<file path="src/rtl/display_scan_mux.sv">
// display_scan_mux: self-sequencing N-channel scan multiplexer for a
// multiplexed display. Each enabled channel gets a slot of DIV clocks. A slot
// opens with BLANK clocks of all-zero select and then shows the channel. The
// channel value and index are captured once at slot start, so they stay
// stable for the whole slot.
module display_scan_mux #(
  parameter int WIDTH    = 4,
  parameter int CHANNELS = 4,
  parameter int DIV      = 1000,
  parameter int BLANK    = 1
) (
  input  logic                          clk,
  input  logic                          rst_n,
  input  logic                          enable,
  input  logic [CHANNELS-1:0]           chan_mask,
  input  logic [CHANNELS*WIDTH-1:0]     data_in,
  output logic [WIDTH-1:0]              data_out,
  output logic [$clog2(CHANNELS)-1:0]   sel_idx,
  output logic [CHANNELS-1:0]           sel_onehot,
  output logic                          frame_start
);

  localparam int IDXW = $clog2(CHANNELS);
  localparam int CW   = $clog2(DIV);

  localparam logic [CW-1:0] CNT_LAST   = CW'(DIV - 1);
  localparam logic [CW-1:0] BLANK_LAST = CW'(BLANK - 1);
  localparam logic [CHANNELS-1:0] SEL_ONE = CHANNELS'(1);

  // Scan states
  localparam logic [1:0] S_IDLE  = 2'd0;
  localparam logic [1:0] S_BLANK = 2'd1;
  localparam logic [1:0] S_SHOW  = 2'd2;

  logic [1:0]          state_q, state_d;
  logic [CW-1:0]       cnt_q, cnt_d;
  logic [IDXW-1:0]     idx_q, idx_d;
  logic [WIDTH-1:0]    data_q, data_d;
  logic [CHANNELS-1:0] onehot_q, onehot_d;
  logic                fs_q, fs_d;

  // Per-channel view of the flat input bus
  logic [WIDTH-1:0] chan_data [CHANNELS];

  genvar gi;
  generate
    for (gi = 0; gi < CHANNELS; gi++) begin : g_chan
      assign chan_data[gi] = data_in[gi*WIDTH +: WIDTH];
    end
  endgenerate

  // Scanning is only meaningful with at least one channel enabled
  logic run_ok;
  assign run_ok = enable & (|chan_mask);

  // Lowest enabled channel: start of every frame and the wrap target
  logic [IDXW-1:0] low_idx;
  always_comb begin
    low_idx = '0;
    for (int i = CHANNELS - 1; i >= 0; i--) begin
      if (chan_mask[i]) begin
        low_idx = IDXW'(i);
      end
    end
  end

  // Nearest enabled channel strictly above the current one, if any
  logic [IDXW-1:0] above_idx;
  logic            above_found;
  always_comb begin
    above_idx   = '0;
    above_found = 1'b0;
    for (int i = CHANNELS - 1; i >= 0; i--) begin
      if (chan_mask[i] && (i > int'(idx_q))) begin
        above_idx   = IDXW'(i);
        above_found = 1'b1;
      end
    end
  end

  // Next slot's channel; taking the wrap target means a new frame begins,
  // which also covers a single enabled channel wrapping onto itself.
  logic [IDXW-1:0] next_idx;
  logic            next_wraps;
  assign next_idx   = above_found ? above_idx : low_idx;
  assign next_wraps = ~above_found;

  // Next-state logic; defaults describe IDLE so any stop condition clears all
  always_comb begin
    state_d  = S_IDLE;
    cnt_d    = '0;
    idx_d    = '0;
    data_d   = '0;
    onehot_d = '0;
    fs_d     = 1'b0;
    case (state_q)
      S_IDLE: begin
        if (run_ok) begin
          state_d = S_BLANK;
          idx_d   = low_idx;
          data_d  = chan_data[low_idx];
          fs_d    = 1'b1;
        end
      end
      S_BLANK: begin
        if (run_ok) begin
          idx_d  = idx_q;
          data_d = data_q;
          cnt_d  = cnt_q + 1'b1;
          if (cnt_q == BLANK_LAST) begin
            state_d  = S_SHOW;
            onehot_d = SEL_ONE << idx_q;
          end else begin
            state_d = S_BLANK;
          end
        end
      end
      S_SHOW: begin
        if (run_ok) begin
          if (cnt_q == CNT_LAST) begin
            // Slot boundary: pick the next channel and snapshot its data
            state_d = S_BLANK;
            idx_d   = next_idx;
            data_d  = chan_data[next_idx];
            fs_d    = next_wraps;
          end else begin
            state_d  = S_SHOW;
            cnt_d    = cnt_q + 1'b1;
            idx_d    = idx_q;
            data_d   = data_q;
            onehot_d = SEL_ONE << idx_q;
          end
        end
      end
      default: begin
        state_d = S_IDLE;
      end
    endcase
  end

  // State and output registers, cleared asynchronously by reset
  always_ff @(posedge clk or negedge rst_n) begin
    if (!rst_n) begin
      state_q  <= S_IDLE;
      cnt_q    <= '0;
      idx_q    <= '0;
      data_q   <= '0;
      onehot_q <= '0;
      fs_q     <= 1'b0;
    end else begin
      state_q  <= state_d;
      cnt_q    <= cnt_d;
      idx_q    <= idx_d;
      data_q   <= data_d;
      onehot_q <= onehot_d;
      fs_q     <= fs_d;
    end
  end

  assign data_out    = data_q;
  assign sel_idx     = idx_q;
  assign sel_onehot  = onehot_q;
  assign frame_start = fs_q;

endmodule
</file>
<file path="config.mk">
export PLATFORM = sky130hd
export DESIGN_NAME = display_scan_mux
export DESIGN_NICKNAME = d
export VERILOG_FILES = /design/src/rtl/display_scan_mux.sv
export SDC_FILE = /design/constraint.sdc
export NUM_CORES = 1
export LEC_CHECK = 0
export ABC_AREA = 1
export CORE_MARGIN = 1
export CORE_UTILIZATION = 35
export DETAILED_ROUTE_END_ITERATION = 16
export GPL_ROUTABILITY_DRIVEN = 0
export GPL_TIMING_DRIVEN = 0
export MAX_ROUTING_LAYER = met4
export PLACE_DENSITY = 0.57
export SLEW_MARGIN = 20
export SYNTH_ARGS = -nofsm -noshare
export SYNTH_HDL_FRONTEND = slang
export SYNTH_SLANG_ARGS = --single-unit
</file>
<file path="constraint.sdc">
create_clock -name clk -period 2.1 [get_ports clk]
set_input_delay 0.63 -clock clk [delete_from_list [all_inputs] [get_ports clk]]
set_output_delay 0.63 -clock clk [all_outputs]
set_load 0.005 [all_outputs]
</file>
Word level (Yosys, flattened, before mapping)
Cells that the tools add are included.
Widths: inputs -> output; s select.
Operators by class
  muxes and demuxes: 46
  shifts and indexed selects: 1
  $lt $le $gt $ge: 5
  add/sub/neg operators: 1
  equality and inequality tests: 5
  reductions and logical operators: 7
  bitwise logic cells: 4
Operators with widths (count)
  $mux 4: 12
  $mux 2: 16
  $mux 10: 3
  $pmux 10 s2: 1
  $bmux 4 s2: 2
  $pmux 2 s3: 2
  $pmux 4 s3: 1
  $add 10x1->10 const B: 1
  $eq 10x10->1 const B: 1
  $logic_not 10->1: 1
  $pmux 4 s2: 1
  $mux 1: 7
  $ge 3x3->1 const B: 2
  $not 2->3: 2
  $gt 2x2->1 const A: 2
  $reduce_or 4->1: 1
  $shl 1x2->4 const A: 1
  $logic_and 1x1->1: 3
  $ne 3x3->1 const B: 1
  $eq 2x1->1 const B: 1
  $eq 2x2->1 const B: 1
  $gt 1x2->1 const A: 1
  $logic_not 2->1: 1
  $ne 2x2->1 const B: 1
  other kinds (4): 4
Storage, ports and cells
  output and inout bits: 11
  register bits after elaboration: 23
  logic and storage cells: 75
  input bits: 23

Logic depth before layout (Yosys ltp)
Gate-level depths: netlist (run 1).
  depth in word-level cells: 13
  mapped depth: 12
  depth with buffers taken out: 12

Worst setup path after synthesis (run 1)
OpenSTA, ideal clock, no wires.
  path kind: input-to-reg
  start: in chan_mask[0]
  end: reg cnt_q[2]
  slack: 0.528 ns
  path buffers: 0
  stages on the path: 10
  data required time: 2.020 ns
  arrival: 1.492 ns
  library setup time: 0.080 ns
  cell sequence: inv_1 > nand3_2 > nand2_4 > inv_2 > nand2_2 > inv_4 > o21ai_4 > o21ai_4 > nand2_8 > nor3b_2
Between the ends
  longest elaborated chain between the ends: 4
  elaborated cells between the ends (all ways): 5
  those cells by class: mux: 3; bitwise: 1; reduce/logical: 1
Ends and longest elaborated chain
  from (decl): line 15  | input logic [CHANNELS-1:0] chan_mask,
  $reduce_or 4->1 *: line 54  | assign run_ok = enable & (|chan_mask);
  $and 1x1->1 *: line 54
  $mux 10, on equally long branches: line 119, 106
  $pmux 10 s2 *: line 96  | case (state_q)
  via cnt_d[2]: line 36  | logic [CW-1:0] cnt_q, cnt_d;
  to (signal assigned): line 152  | cnt_q <= cnt_d;
  to (decl): line 36
Mark *: on every way through the listed nets, which the timed path passes. The rest lies on a longest branch.
A chain may end at the register's enable or synchronous reset.

Worst setup path in the final report (run 1)
  start: in chan_mask[0]
  end: reg data_q[0] (netlist: data_out[0])
Between the ends
  longest elaborated chain between the ends: 9
  elaborated cells between the ends (all ways): 19
  those cells by class: eq/ne: 2; mux: 12; bitwise: 3; reduce/logical: 2
Ends and longest elaborated chain
  $mux 2: line 61  | if (chan_mask[i]) begin
  $mux 2: line 85  | assign next_idx = above_found ? above_idx : low_idx;
  $not 2->3 (not written as such): line 124  | data_d = chan_data[next_idx];
  $bmux 4 s2: line 124
  $mux 4 (not written as such) (2 in series): line 124
  $mux 4: line 120  | if (cnt_q == CNT_LAST) begin
  $mux 4: line 119  | if (run_ok) begin
  $pmux 4 s3: line 96
  to (signal assigned): line 154  | data_q <= data_d;
  to (decl): line 38  | logic [WIDTH-1:0] data_q, data_d;
Parallel ways exist; a longest one is shown, timed or not. The select of a mux whose other input is x is not followed.

==> results of run 1 <==
## metal layers
metal  vias up  track usage  share of wire
li1        772            -              -
met1       662        0.230           0.52
met2        33        0.235           0.42
met3         4       0.0320          0.049
met4         0       0.0476         0.0093
met5         -            -              0
## report_power, final
group | total (mW) | switching, mW | internal [mW]
combinational | 0.573 | 0.325 | 0.248
clock | 0.284 | 0.149 | 0.134
sequential | 0.541 | 0.0422 | 0.499
## final timing paths
kind	startpoint	end	slack, ns
worst max-delay path	chan_mask[0]	data_out[0]	0.12
worst min-delay path	rst_n	cnt_q[5]	0.32
worst max register to register	sel_idx[1]	data_out[1]	0.48
worst min register to register	data_out[1]	data_out[1]	0.49
max in group asynchronous	rst_n	data_out[1]	1.44
min in group clk	data_out[1]	data_out[1]	0.49
## stage by stage
stage,utilization,worst slack [ns],instances,instance area (um2)
after detailed placement,0.454,-0.204,299,1980
after global routing,0.471,-0.00147,305,2050
after CTS,0.465,0.0632,303,2030
final,0.471,0.123,305,2050
after global placement,0.454,-0.218,299,1980
after floorplan,-,0.528,214,1580
## cells in the final DEF (no fill, tap or decap)
cell             Yosys  layout
nand2_2              5       5
nand2_8              1       1
inv_1               24      24
o21ai_4              2       3
ha_1                 6       6
nand2_1             63      63
o21ai_1              1       1
nand3_1             37      37
nor3_1               6       6
nand2_4              3       4
inv_4                1       1
clkdlybuf4s50_1      0      32
clkinvlp_4           0       1
o21bai_1             1       1
buf_4                0       1
nor2_1              14      14
o21ai_0              1       1
xor2_1               3       3
a21boi_2             1       1
a21oi_2              0       1
a21oi_1              5       4
clkbuf_8             0       3
o22ai_1              1       1
o31ai_1              1       1
nor3_2               3       3
nand3_2              2       2
nor3b_2              2       2
nor2_2               2       2
dfrtp_1             23      23
a22oi_1              1       1
buf_2                0       1
inv_2                4       4
## area by class of cell
cell class              instances  area, um2  area share
clock inverters                 1       7.51     0.00366
multi-input cells             163        917       0.447
repair buffers                 34        333       0.162
clock buffers                   3       41.3      0.0201
inverters                      29        111      0.0543
flip-flops and latches         23        576       0.281
well taps                      52       65.1      0.0317
## critical path, delay by kind of cell
kind	cells	cell delay, ns
buffers and inverters	5	0.88
and+or+nand+nor	5	0.41
AOI/OAI and AO/OA	2	0.21
## flip-flops by register name, summed over array words and instances, names as in the netlist
name         flops
frame_start      1
sel_onehot       4
state_q          2
cnt_q           10
data_out         4
sel_idx          2
## cell families (layout without fill, tap and decap cells)
kind of cell / Yosys count / after routing / share of synthesized area
and+or+nand+nor: 138 / 139 / 0.428
DFF: 23 / 23 / 0.364
adders and majority gates: 6 / 6 / 0.0475
AOI/OAI and AO/OA: 15 / 15 / 0.0736
xor gates and xnor gates: 3 / 3 / 0.0166
buffers and inverters: 29 / 67 / 0.0704
## repair_timing
| action | 4_1_cts | 5_1_grt |
|---|---|---|
| hold endpoints to repair | 0 | 0 |
| resized for setup | 0 | 3 |
| buffers inserted | 0 | 1 |
| setup endpoints to repair | 0 | 5 |
==> results.md, run 1 <==
- Setup crit start kind: primary input
- P&R area growth vs syn: 29.7%
- Synth warn: 0
- Final Hold Vio Count: 0
- CP arrival: 2.14 ns
- Async set-or-reset flop fraction in the synthesized netlist: 1.00
- Number of enable flip-flop cells after synthesis: 0
- DRC violations left: 0
- CTS Buffer Depth: 2
- WL final: 3570 um
- Distinct cells, synth: 27
- Mapped Avg Cell Area: 7.39 um2
- # fillers: 444
- Max_cap viols: 0
- Crit path time final: 1.98 ns
- Clock buffer count from CTS: 3
- Result of the run: finished, final reports clean
- DP Wirelength: 2730 um
- Worst vdd ir: ~0.35 mV
- Hold_buf cts: 0
- Worst Path Max Fanout: 7
- Std-Cell Rows: 24
- Leak: 0.953 nW
- Routed WL per cell: about 12 um
- # IOs: 34
- Count leader, synth: nand2_1
- Final Total Pwr: 1.40 mW
- Die X: between 60 and 70 um
- Cells after Synth: 214
- Setup crit end kind: flip-flop
- Largest net degree at the start of global routing: 24
- Initial antenna violation count: 0
- Initial core utilization: 0.363
- Layout cells sized above 1: 0.138
- Final nets: approximately 280
- DR iter-0 viols: 91
- CP max stage delay: 0.43 ns
- GRT Resource Usage Total: 0.162
- Die area: 4790 um2
- Area leader, netlist: dfrtp_1
- Setup TNS: 0 ns
- Pwr per Cell Area: approximately 680 nW/um2
- Worst Hold Class: in2async
- Tcrit/Tclk final: 0.941
- Worst Max-Slew Pin Slew: 0.504 ns
- Cell Chain, Critical Path: clkdlybuf4s50_1 > inv_1 > nand3_2 > nand2_4 > inv_2 > nand2_2 > inv_4 > o21ai_4 > o21ai_4 > buf_4 > nand2_1 > nand2_1
- Wire length of the first global-routing pass: about 6200 um
- Post-Syn Nets: 243
- Worst-path clk slew: 0.09 ns
- Root Driver: clkbuf_8
- Max transition margin: 0.664
- R2R depth: 10
- H-Tree Depth: 1
- Vias in the first global route: 1,415
- Req. time, crit path: approximately 2.3 ns
- Post-synth top flop: dfrtp_1
- Drt pass-1 iters: 4
- WHS: 0.318 ns
- CTS tree: yes
- Area contributors post-synth: dfrtp_1 (36%), nand2_1 (15%), nand3_1 (12%)
- Core area: 4350 um2
- Register area share after synthesis: 0.364
- Final setup violation count: 0
- Vias per cell: 4.82
- Area share of the largest cell type after synthesis: 0.364
- Die Ht: a little under 70 um
- Top cells by count, synth: nand2_1 (63), nand3_1 (37), inv_1 (24)
- Crit path kind: in2reg
- ANT nets after route: 0
- Yosys reg bits: 23
- Global route overflow: 0
- Clock skew: 0.00574 ns
- Routed via count: 1,471
- Clock sinks: 23
- Fmax: 0.506 GHz
- Clk_lat worst skew: approximately 0.27 ns
- Antenna diodes: 0
- Slew Limit Fails: 0
- Syn Std Cell Area: 1580 um2
- Slowest cell on crit path: clkdlybuf4s50_1
- Port Buffers: 33
Power figures use the tool's default switching activity.
==> run 2, diff against run 1 <==
Settings changed: SLEW_MARGIN 20 to unset.
==> run 2 against run 1 <==
Effect of this change: global-route usage did not move; die area did not move; worst hold slack improved by 0.17 ns; cell count did not move; maximum frequency did not move; largest power group unchanged; highest routed layer unchanged; sequential share of layout area fell by 0.068 points.
==> results.md, run 2 (synthesis gave the netlist of run 1 again) <==
- Result of the run: finished, final reports clean
- Vias in the first global route: 1,415 (unchanged)
- CTS tree: yes
- PnR worst setup slack: 0.123 ns (unchanged)
- Std-Cell Rows: 24 (unchanged)
- Worst vdd ir: 0.354 mV (about the same)
- Vias per cell: 4.82 (about the same)
- Met1 usage: 0.230 (unchanged)
- Pwr per Cell Area: 680 nW/um2 (-0.17%)
- Worst Path Max Fanout: 7 (unchanged)
- ANT nets after route: 0 (unchanged)
- Req. time, crit path: 2.26 ns (about the same)
- # fillers: 443 (-0.23%)
- Fin util: 0.472 (+0.00115)
- Antenna diodes: 0 (unchanged)
- DRC violations left: 0 (unchanged)
- DR iter-0 viols: 91 (unchanged)
- Wire length of the first global-routing pass: 6200 um (unchanged)
- Crit Reg-Reg Startpoint: sel_idx[1]
- Port Buffers: 33 (unchanged)
- Layout cells sized above 1: 0.134 (-0.00395)
- GRT met3 Usage: 0.0320 (unchanged)
- GRT Max-Usage Layer: met2
- Crit path time final: 1.98 ns (unchanged)
- Final Hold Vio Count: 0 (unchanged)
- Routed via count: 1,470 (-0.068%)
- Crit path kind: in2reg
- # IOs: 34 (unchanged)
- Core area: 4350 um2 (unchanged)
- GRT Resource Usage Total: 0.162 (unchanged)
- Clock skew: 0.00575 ns (+0.00000874 ns)
- Die X: 69.2 um (unchanged)
- Leak: 0.953 nW (about the same)
- Commonest non-fill, non-tap cell in the layout: nand2_1
- Largest net degree at the start of global routing: 24 (unchanged)
- P&R area growth vs syn: 30.0%
- Worst Hold Path Cells: 2
- Clk_lat worst skew: 0.27 ns (about the same)
- CTS Buffer Depth: 2 (unchanged)
- Most frequent cells in the layout: nand2_1 (63), nand3_1 (37), clkdlybuf4s50_1 (33)
- CP arrival: 2.14 ns (about the same)
- Hold Startpoint: data_out[1]
- Register bank with the most flops: cnt_q
- Setup crit start kind: primary input
- Final setup violation count: 0 (unchanged)
- R2R depth: 10 (unchanged)
- Clock sinks: 23 (unchanged)
- Flop2flop setup slack: 0.48 ns (about the same)
- Max_cap viols: 0 (unchanged)
- GR Util met2: 0.235 (unchanged)
- Number of flip-flops in the largest register: 10 (unchanged)
- Clock buffer count from CTS: 3 (unchanged)
- Initial antenna violation count: 0 (unchanged)
- Routed WL per cell: 11.7 um (-0.20%)
- Slew Limit Fails: 0 (unchanged)
- Setup crit end kind: flip-flop
- Design area: 2060 um2 (+0.24%)
- Max transition margin: 0.335 (-0.329)
- H-Tree Depth: 1 (unchanged)
- Die Ht: 69.2 um (unchanged)
- Final nets: 283 (unchanged)
- Dpl ws: -0.204 ns (unchanged)
- Initial core utilization: 0.363 (unchanged)
- Global route overflow: 0 (unchanged)
- Fmax: 0.506 GHz (unchanged)
- Hold Path End: data_out[1]
- FF-to-FF End: data_out[1]
- Worst Hold Class: reg2reg
- Tcrit/Tclk final: 0.941 (unchanged)
- WHS: 0.487 ns (+0.169 ns)
- WL final: 3560 um (-0.20%)
- Area of the multi-input gates: 917 um2 (unchanged)
- Worst-path clk slew: 0.08 ns (about the same)
- Root Driver: clkbuf_8
- DP Wirelength: 2730 um (unchanged)
- Die area: 4790 um2 (unchanged)
- Setup TNS: 0 ns (unchanged)
- Reg area: 576 um2 (unchanged)
- Placed inst area: 1980 um2 (unchanged)
- Drt pass-1 iters: 4 (unchanged)
- Worst Max-Slew Pin Slew: 0.994 ns (+0.490 ns)
==> run 2: cell types whose count changed in the layout (fill, tap and decap cells not counted) <==
cell,delta
buf_2,-1
clkdlybuf4s50_1,+1
==> run 2: cell type report <==
type                            instances  area share
Multi-Input combinational cell        163       0.446
Sequential cell                        23       0.280
Timing Repair Buffer                   34       0.164
Inverter                               29      0.0542
Tap cell                               52      0.0316
Clock buffer                            3      0.0201
Clock inverter                          1     0.00365
==> run 2: repair_timing <==
item,in CTS,in global routing
endpoints found under the setup margin,0,5
gates resized for setup,0,3
hold buffers,0,0
setup buffers,0,1
==> run 2: critical path: stages <==
cell and delay [ns]:
clkdlybuf4s50_1 0.43, inv_1 0.16, nand3_2 0.13, nand2_4 0.10, inv_2 0.05, nand2_2 0.08, inv_4 0.07, o21ai_4 0.08
o21ai_4 0.13, buf_4 0.17, nand2_1 0.05, nand2_1 0.05
==> run 2: how the worst max path moves through the flow <==
stage,startpoint,end,slack [ns],depth (start not counted)
floorplan,chan_mask[0],cnt_q[2],0.53,10
global placement,chan_mask[1],data_out[2],-0.22,9
detailed placement,chan_mask[3],data_out[1],-0.20,9
CTS,chan_mask[3],data_out[1],0.06,9
global route,chan_mask[0],cnt_q[3],-0.001,11
finish,chan_mask[0],data_out[0],0.12,12
==> run 2: where the power goes <==
group,internal (mW),total (mW),switching (mW)
clock,0.134,0.284,0.149
combinational,0.249,0.574,0.325
sequential,0.499,0.541,0.0422
==> run 2: per-stage QoR <==
step / power, mW / instances
2_1_floorplan: 0.886 / 214
4_1_cts: 1.40 / 303
3_5_place_dp: 1.11 / 299
6_report: 1.40 / 305
5_1_grt: 1.51 / 305
3_3_place_gp: 1.11 / 299
==> run 2: per-layer routing <==
metal	share of wire	up-vias
met1	0.52	661
met2	0.42	33
met4	0.0093	0
met5	0	-
met3	0.049	4
li1	-	772
